===== config.mk =====
export PLATFORM = sky130hd
export DESIGN_NAME = mprj_wb_responder
export DESIGN_NICKNAME = d
export VERILOG_FILES = /design/src/rtl/mprj_wb_responder.sv
export SDC_FILE = /design/constraint.sdc
export NUM_CORES = 1
export LEC_CHECK = 0
export CELL_PAD_IN_SITES_DETAIL_PLACEMENT = 0
export CELL_PAD_IN_SITES_GLOBAL_PLACEMENT = 1
export CORE_ASPECT_RATIO = 0.8
export CORE_MARGIN = 8
export CORE_UTILIZATION = 51
export DETAILED_ROUTE_END_ITERATION = 6
export MAX_ROUTING_LAYER = met4
export PLACE_DENSITY = 0.89
export SLEW_MARGIN = 20
export SYNTH_ARGS = -nofsm -noshare
export SYNTH_HDL_FRONTEND = slang
export SYNTH_SLANG_ARGS = --single-unit

===== constraint.sdc =====
create_clock -name core_clk -period 4.8 [get_ports core_clk]
set_input_delay 0.72 -clock core_clk [delete_from_list [all_inputs] [get_ports core_clk]]
set_output_delay 0.72 -clock core_clk [all_outputs]
set_load 0.005 [all_outputs]

===== src/rtl/mprj_wb_responder.sv =====
// ---------------------------------------------------------------------------
// mprj_wb_responder : Wishbone classic user-project slave with scratch RAM,
// control/doorbell registers, programmable wait states and a doorbell IRQ.
// Revision: 1.0
// ---------------------------------------------------------------------------
`default_nettype none

module mprj_wb_responder #(
  parameter logic [31:0] BASE_ADR = 32'h3000_0000,
  parameter logic [31:0] ADR_MASK = 32'hFFFF_FFC0,
  parameter logic [3:0]  RESET_WS = 4'd0
) (
  input  logic        core_clk,
  input  logic        core_rst,
  input  logic        wb_iena,
  input  logic        mprj_cyc_i,
  input  logic        mprj_stb_i,
  input  logic        mprj_we_i,
  input  logic [3:0]  mprj_sel_i,
  input  logic [31:0] mprj_adr_i,
  input  logic [31:0] mprj_dat_i,
  output logic        mprj_ack_o,
  output logic [31:0] mprj_dat_o,
  output logic        user_irq,
  output logic        busy
);

  typedef enum logic [1:0] {S_IDLE = 2'd0, S_WAIT = 2'd1, S_ACK = 2'd2} state_t;

  localparam logic [3:0] IDX_CTRL = 4'd14;
  localparam logic [3:0] IDX_DB   = 4'd15;

  state_t      state, state_nxt;
  logic [3:0]  cnt, cnt_nxt;
  logic        req, ld, commit;

  logic        hit_q, we_q;
  logic [3:0]  idx_q, sel_q;
  logic [31:0] dat_q;

  logic        live_hit;
  logic        c_hit, c_we;
  logic [3:0]  c_idx, c_sel;
  logic [31:0] c_dat, rdata;

  logic [3:0]  ws;
  logic        irq_en, err, pending;
  logic [31:0] db;
  logic [31:0] mem [0:13];

  assign req      = mprj_cyc_i & mprj_stb_i & wb_iena;
  assign live_hit = (mprj_adr_i & ADR_MASK) == (BASE_ADR & ADR_MASK);
  assign busy     = (state != S_IDLE);

  // A zero-wait commit happens on the sampling edge itself, so it must use
  // the live bus; otherwise the request latched in IDLE is used.
  assign c_hit = (state == S_IDLE) ? live_hit          : hit_q;
  assign c_we  = (state == S_IDLE) ? mprj_we_i         : we_q;
  assign c_idx = (state == S_IDLE) ? mprj_adr_i[5:2]   : idx_q;
  assign c_sel = (state == S_IDLE) ? mprj_sel_i        : sel_q;
  assign c_dat = (state == S_IDLE) ? mprj_dat_i        : dat_q;

  always_comb begin
    state_nxt = state;
    cnt_nxt   = cnt;
    ld        = 1'b0;
    commit    = 1'b0;
    case (state)
      S_IDLE: begin
        if (req) begin
          ld      = 1'b1;
          cnt_nxt = ws;
          if (ws == 4'd0) begin
            commit    = 1'b1;
            state_nxt = S_ACK;
          end else begin
            state_nxt = S_WAIT;
          end
        end
      end
      S_WAIT: begin
        if (!mprj_cyc_i) begin
          state_nxt = S_IDLE;
        end else begin
          cnt_nxt = cnt - 4'd1;
          if (cnt == 4'd1) begin
            commit    = 1'b1;
            state_nxt = S_ACK;
          end
        end
      end
      S_ACK:   state_nxt = S_IDLE;
      default: state_nxt = S_IDLE;
    endcase
  end

  always_comb begin
    rdata = 32'd0;
    if (c_hit && !c_we) begin
      if (c_idx == IDX_CTRL)    rdata = {15'd0, err, 7'd0, irq_en, 4'd0, ws};
      else if (c_idx == IDX_DB) rdata = db;
      else                      rdata = mem[c_idx];
    end
  end

  always_ff @(posedge core_clk or posedge core_rst) begin
    if (core_rst) begin
      state      <= S_IDLE;
      cnt        <= 4'd0;
      hit_q      <= 1'b0;
      we_q       <= 1'b0;
      idx_q      <= 4'd0;
      sel_q      <= 4'd0;
      dat_q      <= 32'd0;
      mprj_ack_o <= 1'b0;
      mprj_dat_o <= 32'd0;
      user_irq   <= 1'b0;
      ws         <= RESET_WS;
      irq_en     <= 1'b0;
      err        <= 1'b0;
      db         <= 32'd0;
      pending    <= 1'b0;
    end else begin
      state      <= state_nxt;
      cnt        <= cnt_nxt;
      mprj_ack_o <= commit;
      mprj_dat_o <= commit ? rdata : 32'd0;
      user_irq   <= pending & irq_en;
      if (ld) begin
        hit_q <= live_hit;
        we_q  <= mprj_we_i;
        idx_q <= mprj_adr_i[5:2];
        sel_q <= mprj_sel_i;
        dat_q <= mprj_dat_i;
      end
      if (commit) begin
        if (!c_hit) begin
          err <= 1'b1;
        end else if (c_we) begin
          if (c_idx == IDX_CTRL) begin
            ws     <= c_dat[3:0];
            irq_en <= c_dat[8];
            if (c_dat[16]) err <= 1'b0;
          end else if (c_idx == IDX_DB) begin
            db      <= c_dat;
            pending <= 1'b1;
          end
        end else if (c_idx == IDX_DB) begin
          pending <= 1'b0;
        end
      end
    end
  end

  // Scratch RAM is deliberately left out of reset.
  always_ff @(posedge core_clk) begin
    if (commit && c_hit && c_we && (c_idx < IDX_CTRL)) begin
      for (int b = 0; b < 4; b++) begin
        if (c_sel[b]) mem[c_idx][8*b +: 8] <= c_dat[8*b +: 8];
      end
    end
  end

endmodule

`default_nettype wire


; ---- Word level (Yosys, flattened, before mapping)
; Memories as Yosys holds them, arrays and structs flattened.
; Index checks and enable logic that the tools add are counted.
[word_totals]
regBits = 121
latch_bits = 0
mem_bits_rw = 448
romBits = 0
inputBits = 74
output_inout_bits = 35
wordCells = 95
mem_count = 1
[op_classes]
add_sub_neg = 1
n_mul = 0
n_div = 0
order_cmp = 1
n_eq_ne = 12
shifts = 0
muxes = 44
bitwise = 4
reduce_logical = 17
[mem_list]
columns = name, words, width, rd, rd_ports_with_merged_regs, write_ports, line
row1 = mem, 14, 32, 1, 0, 1, 49  ; logic [31:0] mem [0:13];
[op_table]
columns = op, n
row1 = 32-bit two-way mux, 5
row2 = 1-bit two-way mux, 28
row3 = "26-bit by 24-bit equality test with 1-bit output, second input constant", 1
row4 = 4-bit two-way mux, 4
row5 = 5-bit AND reduction, 2
row6 = "4-bit equality test, second input constant", 2
row7 = 2-bit two-way mux, 4
row8 = 4-bit case mux with 2 select lines, 1
row9 = 4-bit AND reduction, 2
row10 = 2-bit nonzero test, 4
row11 = "2-bit by 1-bit != test with 1-bit output, second input constant", 3
row12 = "2-bit != test, second input constant", 3
row13 = "4-bit by 1-bit equality test with 1-bit output, second input constant", 1
row14 = 1-bit logical AND, 4
row15 = 4-bit logical NOT, 1
row16 = "4-bit less-than comparator, second input constant", 1
row17 = 2-bit case mux with 2 select lines, 1
row18 = "4-bit by 1-bit subtractor with 4-bit output, second input constant", 1
row19 = 1-bit AND, 3
row20 = "3-bit != test, second input constant", 1
row21 = 3-bit AND reduction, 1
row22 = "2-bit by 1-bit equality test with 1-bit output, second input constant", 1
row23 = 2-bit logical NOT, 1
row24 = 1-bit case mux with 2 select lines, 1
row25 = other kinds (3), 3

; ---- Longest topological paths before layout
; Gate-level depths: netlist (run 1).
[logic_depth]
word_depth = 9
depth_mapped = 10
ltp_nobuf = 7

; ---- Worst setup path before layout (run 1)
; No wires, ideal clock.
[synth_timing]
path_type = in2reg
start = input mprj_adr_i[21]
end = memory mem[1][0], enable pin
setup_ns = 0.370
arrival_ns = 2.740
t_required_ns = 4.430
setup_slack_ns = 1.690
stages = 5
n_path_buf = 0
cell_sequence = or4_1 > o41ai_4 > nand2_1 > or4_1 > nor2_1
[synth_between]
elab_chain_len = 7
[synth_rtl]
columns = item, line
row1 = "start, declared", 20  ; input logic [31:0] mprj_adr_i,
row2 = 26-bit by 24-bit equality test with 1-bit output, 52  ; assign live_hit = (mprj_adr_i & ADR_MASK) == (BASE_ADR & ADR_MASK);
row3 = 1-bit two-way mux, 57  ; assign c_hit = (state == S_IDLE) ? live_hit : hit_q;
row4 = 1-bit logical AND (3 in series), 157  ; if (commit && c_hit && c_we && (c_idx < IDX_CTRL)) begin
row5 = 1-bit two-way mux, 157
row6 = 1-bit two-way mux (not written as such), 159  ; if (c_sel[b]) mem[c_idx][8*b +: 8] <= c_dat[8*b +: 8];
row7 = "end, declared", 49
; Every way passes these cells.

; ---- Worst setup path after layout (run 1)
[layout_timing]
start = register state[0]
end = register mprj_dat_o[31]
[layout_between]
elab_chain_len = 7
word_cells_on_any_way = 15
cone_classes = 3 x eq/ne / 8 x mux / 3 x reduce/logical / 1 x memory
[layout_rtl]
columns = item, line
row1 = "start, declared", 33  ; state_t state, state_nxt;
row2 = "start signal, assigned", 124  ; state <= state_nxt;
row3 = 2-bit logical NOT, --
row4 = 4-bit two-way mux, 59  ; assign c_idx = (state == S_IDLE) ? mprj_adr_i[5:2] : idx_q;
row5 = memory 14 x 32 bit / 4-bit equality test (equally long branches), --
row6 = 32-bit two-way mux, 101  ; else if (c_idx == IDX_DB) rdata = db;
row7 = 32-bit two-way mux, 100  ; if (c_idx == IDX_CTRL) rdata = {15'd0, err, 7'd0, irq_en, 4'd0, ws};
row8 = 32-bit two-way mux, 99  ; if (c_hit && !c_we) begin
row9 = 32-bit two-way mux *, 127  ; mprj_dat_o <= commit ? rdata : 32'd0;
row10 = "end signal, assigned", 127
row11 = "end, declared", 23  ; output logic [31:0] mprj_dat_o,
; Mark *: on every way between the ends. The rest lies on a longest branch, timed or not.
; A chain may end at the register's enable or synchronous reset.

==> flow_summary.toml, run 1 <==
[die]
design.die.area_mm2 = 0.05160
die_width_um = 252.0
initial_core_util = 0.5140
num_rows = 69
die-height_um = 204.8
io_pins = 109
fp.coreArea_mm2 = 0.04420

[pwr]
power.static_leakage_nw = 9.924
peakVddDrop_v = 0.0003140
pwr_density_cell_mw_per_mm2 = 386.0

[finish]
nets = 1797
area.growth.synth_to_final_pct = 16.37
layout.cell_area.non_filler_mm2 = 0.02644
share_of_post_route_cells_with_drive_strength_above_1 = 0.1182
diodes = 0
final_core_utilization = 0.5981

[placed_design]
place_hpwl_mm = 35.47
place_worst_setup_slack_ns = 0.7744
gpl.final_weighted_congestion = 0.8394
placement.io_buffers = 106
place_area_mm2 = 0.02481

[setup_path]
crit_path_cell_trace = "nor2_4 -> buf_4 -> mux2i_1 -> nand3_1 -> nand2b_1 -> buf_4 -> a21oi_1"
crit_top_cell = "sky130_fd_sc_hd__buf_4"
timing.critical_path.fanout_max = 32
critical_path.startpoint_type = "flop"
critical_path_sink_type = "flop"
cp_max_stage_delay_ns = 0.68
critical_path.n_buffers_inverters = 2
critical_path.slowest_cell = "sky130_fd_sc_hd__mux2i_1"
timing.critical_path.arrival_ns = 4.24
critPathTopFamily = "simple AND/OR/NAND/NOR gates"
worst-setup-path-type = "reg -> reg"
crit_required_ns = 5.24

[sta]
final-hold-violation-count = 0
finalSetupViolCount = 0
rsz0062_at_grt = "no"
period_minus_slack_ns = 3.801
final_min_period_over_clock_period = 0.7919
fmax_mhz = 263.1
fin_skew_ns = 0.02386
fin_worst_hold_slack_ns = 0.4767
final_critical_path_setup_slack_ns = 0.9988
timing.max_slew.rel_slack = 0.2657
worstMarginPinSlew_ns = 1.101
final_max_slew_viol_count = 0
final.setup.tns_ns = 0

[synthesis]
synthDistinctLibCells = 49
seq_area_frac_synth = 0.7255
synthesis.yosys.warnings = 0
postSynthRegisterBits = 569
netlist_area_before_placement_mm2 = 0.02272
syn_nets = 1645
synth_enable_flop_cells = 448
synth.top_cell.area_share = 0.5922
netlist_top_cells_area = "sky130_fd_sc_hd__edfxtp_1, sky130_fd_sc_hd__dfrtp_1, sky130_fd_sc_hd__mux2i_1, sky130_fd_sc_hd__nand2_1, sky130_fd_sc_hd__a221oi_1"
postSynthCellCount = 1569
syn_avg_cell_area_um2 = 14.48
synthArstFlopShare = 0.2127
synth_largest_area_cell = "sky130_fd_sc_hd__edfxtp_1"
synth_flop_cell = "sky130_fd_sc_hd__edfxtp_1"

[run]
maxCapViolations = 0

[clocking]
clk-insertion-delay-late_ns = 0.58
clockRootBuffer = "sky130_fd_sc_hd__clkbuf_16"
cts_tree = "yes"
htree_levels = 2
number_of_buffers_created_by_cts = 52
cts_setup_buffers = 0
clock_sink_count = 569
max-clock-path-buffers = 3
clk_pin_slew_ns = 0.06
cts.hold.buffers_added = 0
count_of_instances_resized_after_the_clock_tree_is_built = 0

[min_path]
min-delay-path-class = "reg -> reg"

[drt]
ant_nets = 0
routed_via_density = 5.916
route.final.wire_length_mm = 56.05
routed_wire_length_per_instance_um = 23.73
initialDrtViolationCount = 1438
first_pass_iters = 5
drc_errors = 0
dr_total_vias = 13970

[grt]
grt_max_degree = 93
antenna_found_initial = 1
globalRouteTotalUtil = 0.2205
number_of_global_route_vias_before_repair = 13980
global_route.overflow_total = 0
global_route_wire_length_before_repair_mm = 84.13

[status]
outcome = "finished clean"
## report_power, final
group	internal, W	switching (W)
logic	0.000249	0.000496
registers	0.00543	0.0000449
clock network	0.00228	0.00171
## cells in the mapped netlist, types with 4 or more instances
library cell               number
sky130_fd_sc_hd__a21o_1         7
sky130_fd_sc_hd__a21oi_1       35
sky130_fd_sc_hd__a221oi_1      64
sky130_fd_sc_hd__a22oi_1       20
sky130_fd_sc_hd__a32oi_1       28
sky130_fd_sc_hd__buf_1          6
sky130_fd_sc_hd__buf_2         25
sky130_fd_sc_hd__buf_4          9
sky130_fd_sc_hd__clkbuf_1      52
sky130_fd_sc_hd__dfrtp_1      121
sky130_fd_sc_hd__edfxtp_1     448
sky130_fd_sc_hd__inv_1          8
sky130_fd_sc_hd__mux2_2        32
sky130_fd_sc_hd__mux2_4         5
sky130_fd_sc_hd__mux2i_1      187
sky130_fd_sc_hd__nand2_1      327
sky130_fd_sc_hd__nand3_1        9
sky130_fd_sc_hd__nand4_1       20
sky130_fd_sc_hd__nor2_1        66
sky130_fd_sc_hd__nor4_1         7
sky130_fd_sc_hd__o21ai_0       38
sky130_fd_sc_hd__o21ai_1        4
sky130_fd_sc_hd__or2_2          4
sky130_fd_sc_hd__or4_1          5
## tightest hold or removal path, stage by stage (launching register included)
cell and delay, ns:
sky130_fd_sc_hd__dfrtp_1 0.34, sky130_fd_sc_hd__nand2_1 0.05, sky130_fd_sc_hd__nand2_1 0.06
## metal layers
layer | up-vias | share of wire | routed length [um] | track usage
li1 | 6203 | - | - | -
met1 | 7074 | 0.41 | 22750 | 0.2874
met2 | 585 | 0.49 | 27620 | 0.3613
met3 | 112 | 0.076 | 4248 | 0.03360
met4 | 0 | 0.026 | 1432 | 0.06151
met5 | - | 0 | 0 | -
## placed cells by master, fill, tap and decap left out, types with 3 or more instances in the layout
cell / netlist / final
sky130_fd_sc_hd__a21o_1: 7 / 7
sky130_fd_sc_hd__inv_1: 8 / 7
sky130_fd_sc_hd__clkdlybuf4s50_1: 0 / 106
sky130_fd_sc_hd__or2_2: 4 / 4
sky130_fd_sc_hd__or4_1: 5 / 5
sky130_fd_sc_hd__mux2_4: 5 / 5
sky130_fd_sc_hd__dfrtp_1: 121 / 121
sky130_fd_sc_hd__nor2_1: 66 / 62
sky130_fd_sc_hd__and2_1: 3 / 3
sky130_fd_sc_hd__o22ai_1: 3 / 3
sky130_fd_sc_hd__a31o_2: 3 / 3
sky130_fd_sc_hd__clkinv_2: 0 / 6
sky130_fd_sc_hd__nand2_1: 327 / 327
sky130_fd_sc_hd__a221oi_1: 64 / 64
sky130_fd_sc_hd__nand2b_1: 3 / 3
sky130_fd_sc_hd__nand3_1: 9 / 9
sky130_fd_sc_hd__clkbuf_1: 52 / 16
sky130_fd_sc_hd__bufinv_16: 0 / 4
sky130_fd_sc_hd__clkbuf_8: 0 / 3
sky130_fd_sc_hd__o21ai_1: 4 / 5
sky130_fd_sc_hd__a32oi_1: 28 / 28
sky130_fd_sc_hd__o211ai_1: 3 / 3
sky130_fd_sc_hd__clkbuf_16: 0 / 53
sky130_fd_sc_hd__mux2i_1: 187 / 186
sky130_fd_sc_hd__o21ai_0: 38 / 37
sky130_fd_sc_hd__buf_4: 9 / 83
sky130_fd_sc_hd__mux2_2: 32 / 32
sky130_fd_sc_hd__clkinv_1: 0 / 9
sky130_fd_sc_hd__nor2_4: 1 / 3
sky130_fd_sc_hd__nand4_1: 20 / 20
sky130_fd_sc_hd__a31oi_1: 3 / 3
sky130_fd_sc_hd__a22oi_1: 20 / 20
sky130_fd_sc_hd__nor4_1: 7 / 7
sky130_fd_sc_hd__a21oi_1: 35 / 35
sky130_fd_sc_hd__edfxtp_1: 448 / 448
## through the flow
stage          instances  total power, W
5_1_grt             2362         0.01050
3_5_place_dp        2270        0.006314
6_report            2362         0.01021
2_1_floorplan       1569        0.006022
4_1_cts             2362         0.01025
3_3_place_gp        2270        0.006287
## path summary, 6_finish.rpt
kind	end	startpoint	slack, ns	cells after the start
setup / recovery	mprj_dat_o[31]	state[0]	1.0	7
hold / removal	sel_q[1]	sel_q[1]	0.48	2
setup reg to reg	mprj_dat_o[31]	state[0]	1.0	7
hold reg to reg	sel_q[1]	sel_q[1]	0.48	2
max in group asynchronous	mprj_dat_o[26]	core_rst	3.21	3
min in group asynchronous	dat_q[10]	core_rst	0.71	2
## state kept, by name, indices dropped and copies added, names as in the netlist, 2 cells and up
register	flops
cnt	4
mprj_dat_o	32
state	2
idx_q	4
sel_q	4
dat_q	32
db	32
ws	4
mem	448
## area by class of cell
class,instances,area [um2]
clock buffer,72,1428
clock inverter,20,191.4
fill,3316,17760
inverter,9,38.79
multi-input combinational,899,5841
sequential,569,16480
tap,603,754.5
timing repair buffer,190,1704
## kinds of logic after synthesis
family	after synthesis	share of synthesized area
compound gates	214	0.06835
fa+ha+maj	2	0.001101
buf+inv	101	0.01955
flops	569	0.7254
mux	224	0.1016
simple gates	459	0.08399
(Power assumes the default switching activity.)
==> run 2, diff against run 1 <==
- CORE_UTILIZATION: 51 -> 46
- PLACE_DENSITY: 0.89 -> 0.85
- clock period: 4.8 -> 3.4 ns (I/O delays scaled with it)
==> run 2 against run 1 <==
Net effect:
- wire length is 4.5% higher
- critical path depth is 2 lower
- via count is 2.0% higher
- non-clock buffer count is 57 higher
- largest cell class unchanged
- clock power is 50% higher
- setup slack worse by 0.73 ns
- combinational power is 64% higher
- cell count is 4.2% higher
- largest power group unchanged
- clock skew is 0.015 ns lower
- die area is 10% higher
==> flow_summary.toml, run 2 (synthesis results as in run 1) <==
[status]
outcome = "finished clean"

[clocking]
cts_tree = "yes"
clock_sink_count = 569
count_of_instances_resized_after_the_clock_tree_is_built = 0
number_of_buffers_created_by_cts = 52
cts.hold.buffers_added = 0
htree_levels = 2
clk-insertion-delay-late_ns = 0.58
max-clock-path-buffers = 3
cts_setup_buffers = 0
clk_pin_slew_ns = 0.06
clockRootBuffer = "sky130_fd_sc_hd__clkbuf_16"

[grt]
antenna_found_initial = 2
grt_util_met2 = 0.3277
gr-max-usage-layer = "met2"
grt_util_met3 = 0.03572
global_route_wire_length_before_repair_mm = 87.88
number_of_global_route_vias_before_repair = 14200
global_route.usage.met1 = 0.2816
global_route.overflow_total = 0
globalRouteTotalUtil = 0.2080
grt_max_degree = 51

[drt]
route.final.wire_length_mm = 58.56
drc_errors = 0
routed_via_density = 5.791
ant_nets = 0
first_pass_iters = 5
routed_wire_length_per_instance_um = 23.79
initialDrtViolationCount = 1615
dr_total_vias = 14250

[pwr]
post-layout-total-power_w = 0.01492
peakVddDrop_v = 0.0003876
power.static_leakage_nw = 10.31
pwr_density_cell_mw_per_mm2 = 549.2

[placed_design]
placement.io_buffers = 106
gpl.final_weighted_congestion = 0.8870
place_hpwl_mm = 40.20

[setup_path]
r2r_start = "state[0]"
crit_path_cell_trace = "nor2_4 -> inv_2 -> buf_4 -> buf_4 -> clkdlybuf4s50_1"
worstReg2RegEnd = "mem[1][3]"
cp_max_stage_delay_ns = 0.61
crit_top_cell = "sky130_fd_sc_hd__buf_4"
worst-setup-path-type = "reg -> out"
critical_path.n_buffers_inverters = 4
reg2regPathDepth = 9
r2r_setup_slack_ns = 0.41
critical_path_sink_type = "output port"
crit_required_ns = 2.89
timing.critical_path.fanout_max = 18
critical_path.startpoint_type = "flop"
critPathTopFamily = "buffers and inverters"
timing.critical_path.arrival_ns = 2.62
critical_path.slowest_cell = "sky130_fd_sc_hd__dfrtp_1"

[die]
initial_core_util = 0.4615
num_rows = 73
design.die.area_mm2 = 0.05680
die-height_um = 214.8
io_pins = 109
fp.coreArea_mm2 = 0.04923
die_width_um = 264.5

[finish]
layout_common_cells = "sky130_fd_sc_hd__edfxtp_1, sky130_fd_sc_hd__nand2_1, sky130_fd_sc_hd__mux2i_1"
registers.top_by_ff_count = "mem"
largest_reg_flops = 448
final_common_cell = "sky130_fd_sc_hd__edfxtp_1"
nets = 1854
share_of_post_route_cells_with_drive_strength_above_1 = 0.1520
area.growth.synth_to_final_pct = 19.56

[sta]
worstMarginPinSlew_ns = 0.7453
period_minus_slack_ns = 3.129
final_max_slew_viol_count = 0
timing.max_slew.rel_slack = 0.5019
rsz0062_at_grt = "no"
final_min_period_over_clock_period = 0.9203
fin_skew_ns = 0.008756
final-hold-violation-count = 0
fmax_mhz = 319.6
final.setup.tns_ns = 0
finalSetupViolCount = 0

[run]
maxCapViolations = 0

[min_path]
min-delay-path-class = "in -> async"
-- run 2: cell types whose count changed in the layout (fill, tap and decap cells not counted), sizes merged --
cell      change
buf          +57
bufinv        +3
diode         +2
clkbuf        -5
clkinvlp      +4
clkinv        +3
inv           +1
-- run 2: where the power goes --
group          leakage, nW  switching, W  internal [W]  total [W]
Sequential            5.65     0.0000601       0.00766    0.00772
Clock                0.854       0.00250       0.00348    0.00598
Combinational         3.80      0.000796      0.000421    0.00122
Total                 10.3       0.00335        0.0116     0.0149
-- run 2: cell type report --
cell class / count / area (um2)
Fill cell: 3839 / 22070
Sequential cell: 569 / 16480
Multi-Input combinational cell: 899 / 5828
Timing Repair Buffer: 247 / 2257
Clock buffer: 67 / 1419
Tap cell: 637 / 797.0
Clock inverter: 31 / 337.8
Inverter: 9 / 37.54
Antenna cell: 2 / 5.005
-- run 2: worst max-delay path by stage --
stage / from / end / slack [ns] / cells past startpoint
floorplan: mprj_adr_i[21] / mem[1][0] / 0.50 / 5
global placement: mprj_adr_i[7] / mem[5][17] / -0.21 / 8
detailed placement: mprj_adr_i[7] / mem[5][23] / -0.24 / 8
CTS: state[0] / busy / 0.28 / 5
global route: state[0] / busy / 0.17 / 5
finish: state[0] / busy / 0.27 / 5
-- run 2: metrics by stage --
step / cell area (um2) / hold WS [ns] / instances / worst slack (ns) / util
after floorplan: 22720 / 0.4382 / 1569 / 0.5000 / -
after global placement: 25400 / 0.4569 / 2361 / -0.2084 / 0.5159
after detailed placement: 25400 / 0.4623 / 2361 / -0.2411 / 0.5159
after CTS: 27160 / 0.3632 / 2459 / 0.2776 / 0.5516
after global routing: 27160 / 0.4023 / 2461 / 0.1687 / 0.5517
final: 27160 / 0.3550 / 2461 / 0.2710 / 0.5517
-- run 2: routing by layer --
metal	wire (um)	share of wire
met1	24090	0.41
met2	27870	0.48
met3	5128	0.088
met4	1462	0.025
met5	0	0
-- run 2: worst reg2reg max path, stage by stage, from the launching register on --
cell	delay, ns
sky130_fd_sc_hd__dfrtp_1	0.61
sky130_fd_sc_hd__nor2_4	0.06
sky130_fd_sc_hd__inv_2	0.20
sky130_fd_sc_hd__buf_4	0.30
sky130_fd_sc_hd__nand2_1	0.13
sky130_fd_sc_hd__o41ai_4	0.07
sky130_fd_sc_hd__nand2_1	0.23
sky130_fd_sc_hd__or4_1	0.68
sky130_fd_sc_hd__nor2_1	0.19
sky130_fd_sc_hd__buf_4	0.21
==> run 3, diff against run 2 <==
- CTS_CLUSTER_SIZE: not set -> 10
- REMOVE_ABC_BUFFERS: not set -> 1
==> run 3 against run 2 <==
Net effect:
- setup slack improved by 0.098 ns
- clock skew increased by 0.022 ns
- largest cell class unchanged
- via count about the same
- total power increased by 3.3%
- critical path type is now in -> reg
- critical endpoint is now mem[5][29]
- core utilization increased by 0.16 points
- sequential share of layout area decreased by 0.18 points
- largest power group unchanged
- die area unchanged
==> flow_summary.toml, run 3 (synthesis results as in run 1) <==
[status]
outcome = "finished clean"

[setup_path]
cp_max_stage_delay_ns = 0.73
critical_path.n_buffers_inverters = 2
worst-setup-path-type = "in -> reg"
critical_path.slowest_cell = "sky130_fd_sc_hd__or4_1"
timing.critical_path.fanout_max = 8
critical_path_sink_type = "flop"
crit_path_cell_trace = "clkdlybuf4s50_1 -> nor4_1 -> nand4_1 -> o41ai_4 -> nand2_1 -> or4_1 -> nor2_1 -> buf_4"
timing.critical_path.arrival_ns = 3.32
crit_required_ns = 3.69
critPathTopFamily = "simple AND/OR/NAND/NOR gates"
critical_path.startpoint_type = "input port"

[clocking]
clock_sink_count = 569
number_of_buffers_created_by_cts = 66
cts.hold.buffers_added = 0
clockRootBuffer = "sky130_fd_sc_hd__clkbuf_16"
count_of_instances_resized_after_the_clock_tree_is_built = 0
clk_pin_slew_ns = 0.06
htree_levels = 3
clk-insertion-delay-late_ns = 0.60
cts_tree = "yes"
cts_setup_buffers = 0
max-clock-path-buffers = 3

[sta]
rsz0062_at_grt = "no"
final_max_slew_viol_count = 0
timing.max_slew.rel_slack = 0.5234
final-hold-violation-count = 0
finalSetupViolCount = 0
fin_worst_hold_slack_ns = 0.3445
fmax_mhz = 330.0
final_min_period_over_clock_period = 0.8913
period_minus_slack_ns = 3.031
fin_skew_ns = 0.03049
worstMarginPinSlew_ns = 0.7132

[grt]
global_route.overflow_total = 0
globalRouteTotalUtil = 0.2075
global_route_wire_length_before_repair_mm = 87.69
number_of_global_route_vias_before_repair = 14390
grt_max_degree = 55
antenna_found_initial = 3

[placed_design]
gpl.final_weighted_congestion = 0.8547
placement.io_buffers = 106
place_hpwl_mm = 38.17

[drt]
route.final.wire_length_mm = 58.24
routed_via_density = 5.772
initialDrtViolationCount = 1578
drc_errors = 0
first_pass_iters = 5
ant_nets = 0
routed_wire_length_per_instance_um = 23.60
dr_total_vias = 14250

[pwr]
peakVddDrop_v = 0.0003295
pwr_density_cell_mw_per_mm2 = 565.6
power.static_leakage_nw = 10.31
post-layout-total-power_w = 0.01541

[die]
initial_core_util = 0.4615
io_pins = 109
fp.coreArea_mm2 = 0.04923
die_width_um = 264.5
die-height_um = 214.8
design.die.area_mm2 = 0.05680
num_rows = 73

[min_path]
min-delay-path-class = "in -> async"

[run]
maxCapViolations = 0

[finish]
final_common_cell = "sky130_fd_sc_hd__edfxtp_1"
share_of_post_route_cells_with_drive_strength_above_1 = 0.1385
nets = 1852
registers.top_by_ff_count = "mem"
layout_common_cells = "sky130_fd_sc_hd__edfxtp_1, sky130_fd_sc_hd__nand2_1, sky130_fd_sc_hd__mux2i_1"
area.growth.synth_to_final_pct = 19.91
largest_reg_flops = 448
run 3: routing by layer:
metal	vias to the layer above	track usage	wire (um)	part of all wire
met5	-	-	0	0
met4	0	0.05641	1260	0.022
met3	107	0.05432	5280	0.091
met2	641	0.3086	26350	0.45
met1	7164	0.2823	25350	0.44
li1	6333	-	-	-
run 3: final timing paths:
kind	start	end	slack (ns)	cells after the start
worst min register to register	dat_q[21]	dat_q[21]	0.47	2
worst min-delay path	core_rst	dat_q[22]	0.34	2
max in group asynchronous	core_rst	db[21]	2.33	3
worst max register to register	state[1]	mem[5][29]	0.43	7
worst max-delay path	mprj_adr_i[13]	mem[5][29]	0.37	8
min in group core_clk	dat_q[21]	dat_q[21]	0.47	2
run 3: per-stage QoR:
| stage | area, um2 | setup TNS (ns) | cells | util | worst slack, ns |
|---|---|---|---|---|---|
| floorplan | 22310 | -858.03 | 1477 | - | -2.179 |
| global placement | 25270 | -11.72 | 2345 | 0.5133 | -0.1306 |
| detailed placement | 25270 | -6.950 | 2345 | 0.5133 | -0.08887 |
| CTS | 27230 | 0 | 2464 | 0.5531 | 0.4119 |
| global route | 27240 | 0 | 2467 | 0.5533 | 0.2946 |
| finish | 27240 | 0 | 2468 | 0.5533 | 0.3695 |
run 3: where the power goes:
| group | total, W | switching, W | internal, W | leakage (nW) |
|---|---|---|---|---|
| Combinational | 0.00117 | 0.000764 | 0.000404 | 3.72 |
| Sequential | 0.00773 | 0.0000614 | 0.00767 | 5.65 |
| Clock | 0.00651 | 0.00265 | 0.00386 | 0.935 |
run 3: cell type report:
type                    count  area, um2
repair buffers            231       2125
inverters                   9      38.79
well taps                 637      797.0
multi-input cells         899       5828
clock buffers             118       1953
diodes                      4      10.01
fillers                  3821      21990
clock inverters             1      8.758
flip-flops and latches    569      16480
run 3: worst register-to-register path: cells and delay by family, from the launching register on:
family | cells | cell delay [ns]
compound gates | 1 | 0.53
buf+inv | 2 | 0.39
flops | 1 | 0.40
simple gates | 4 | 1.35
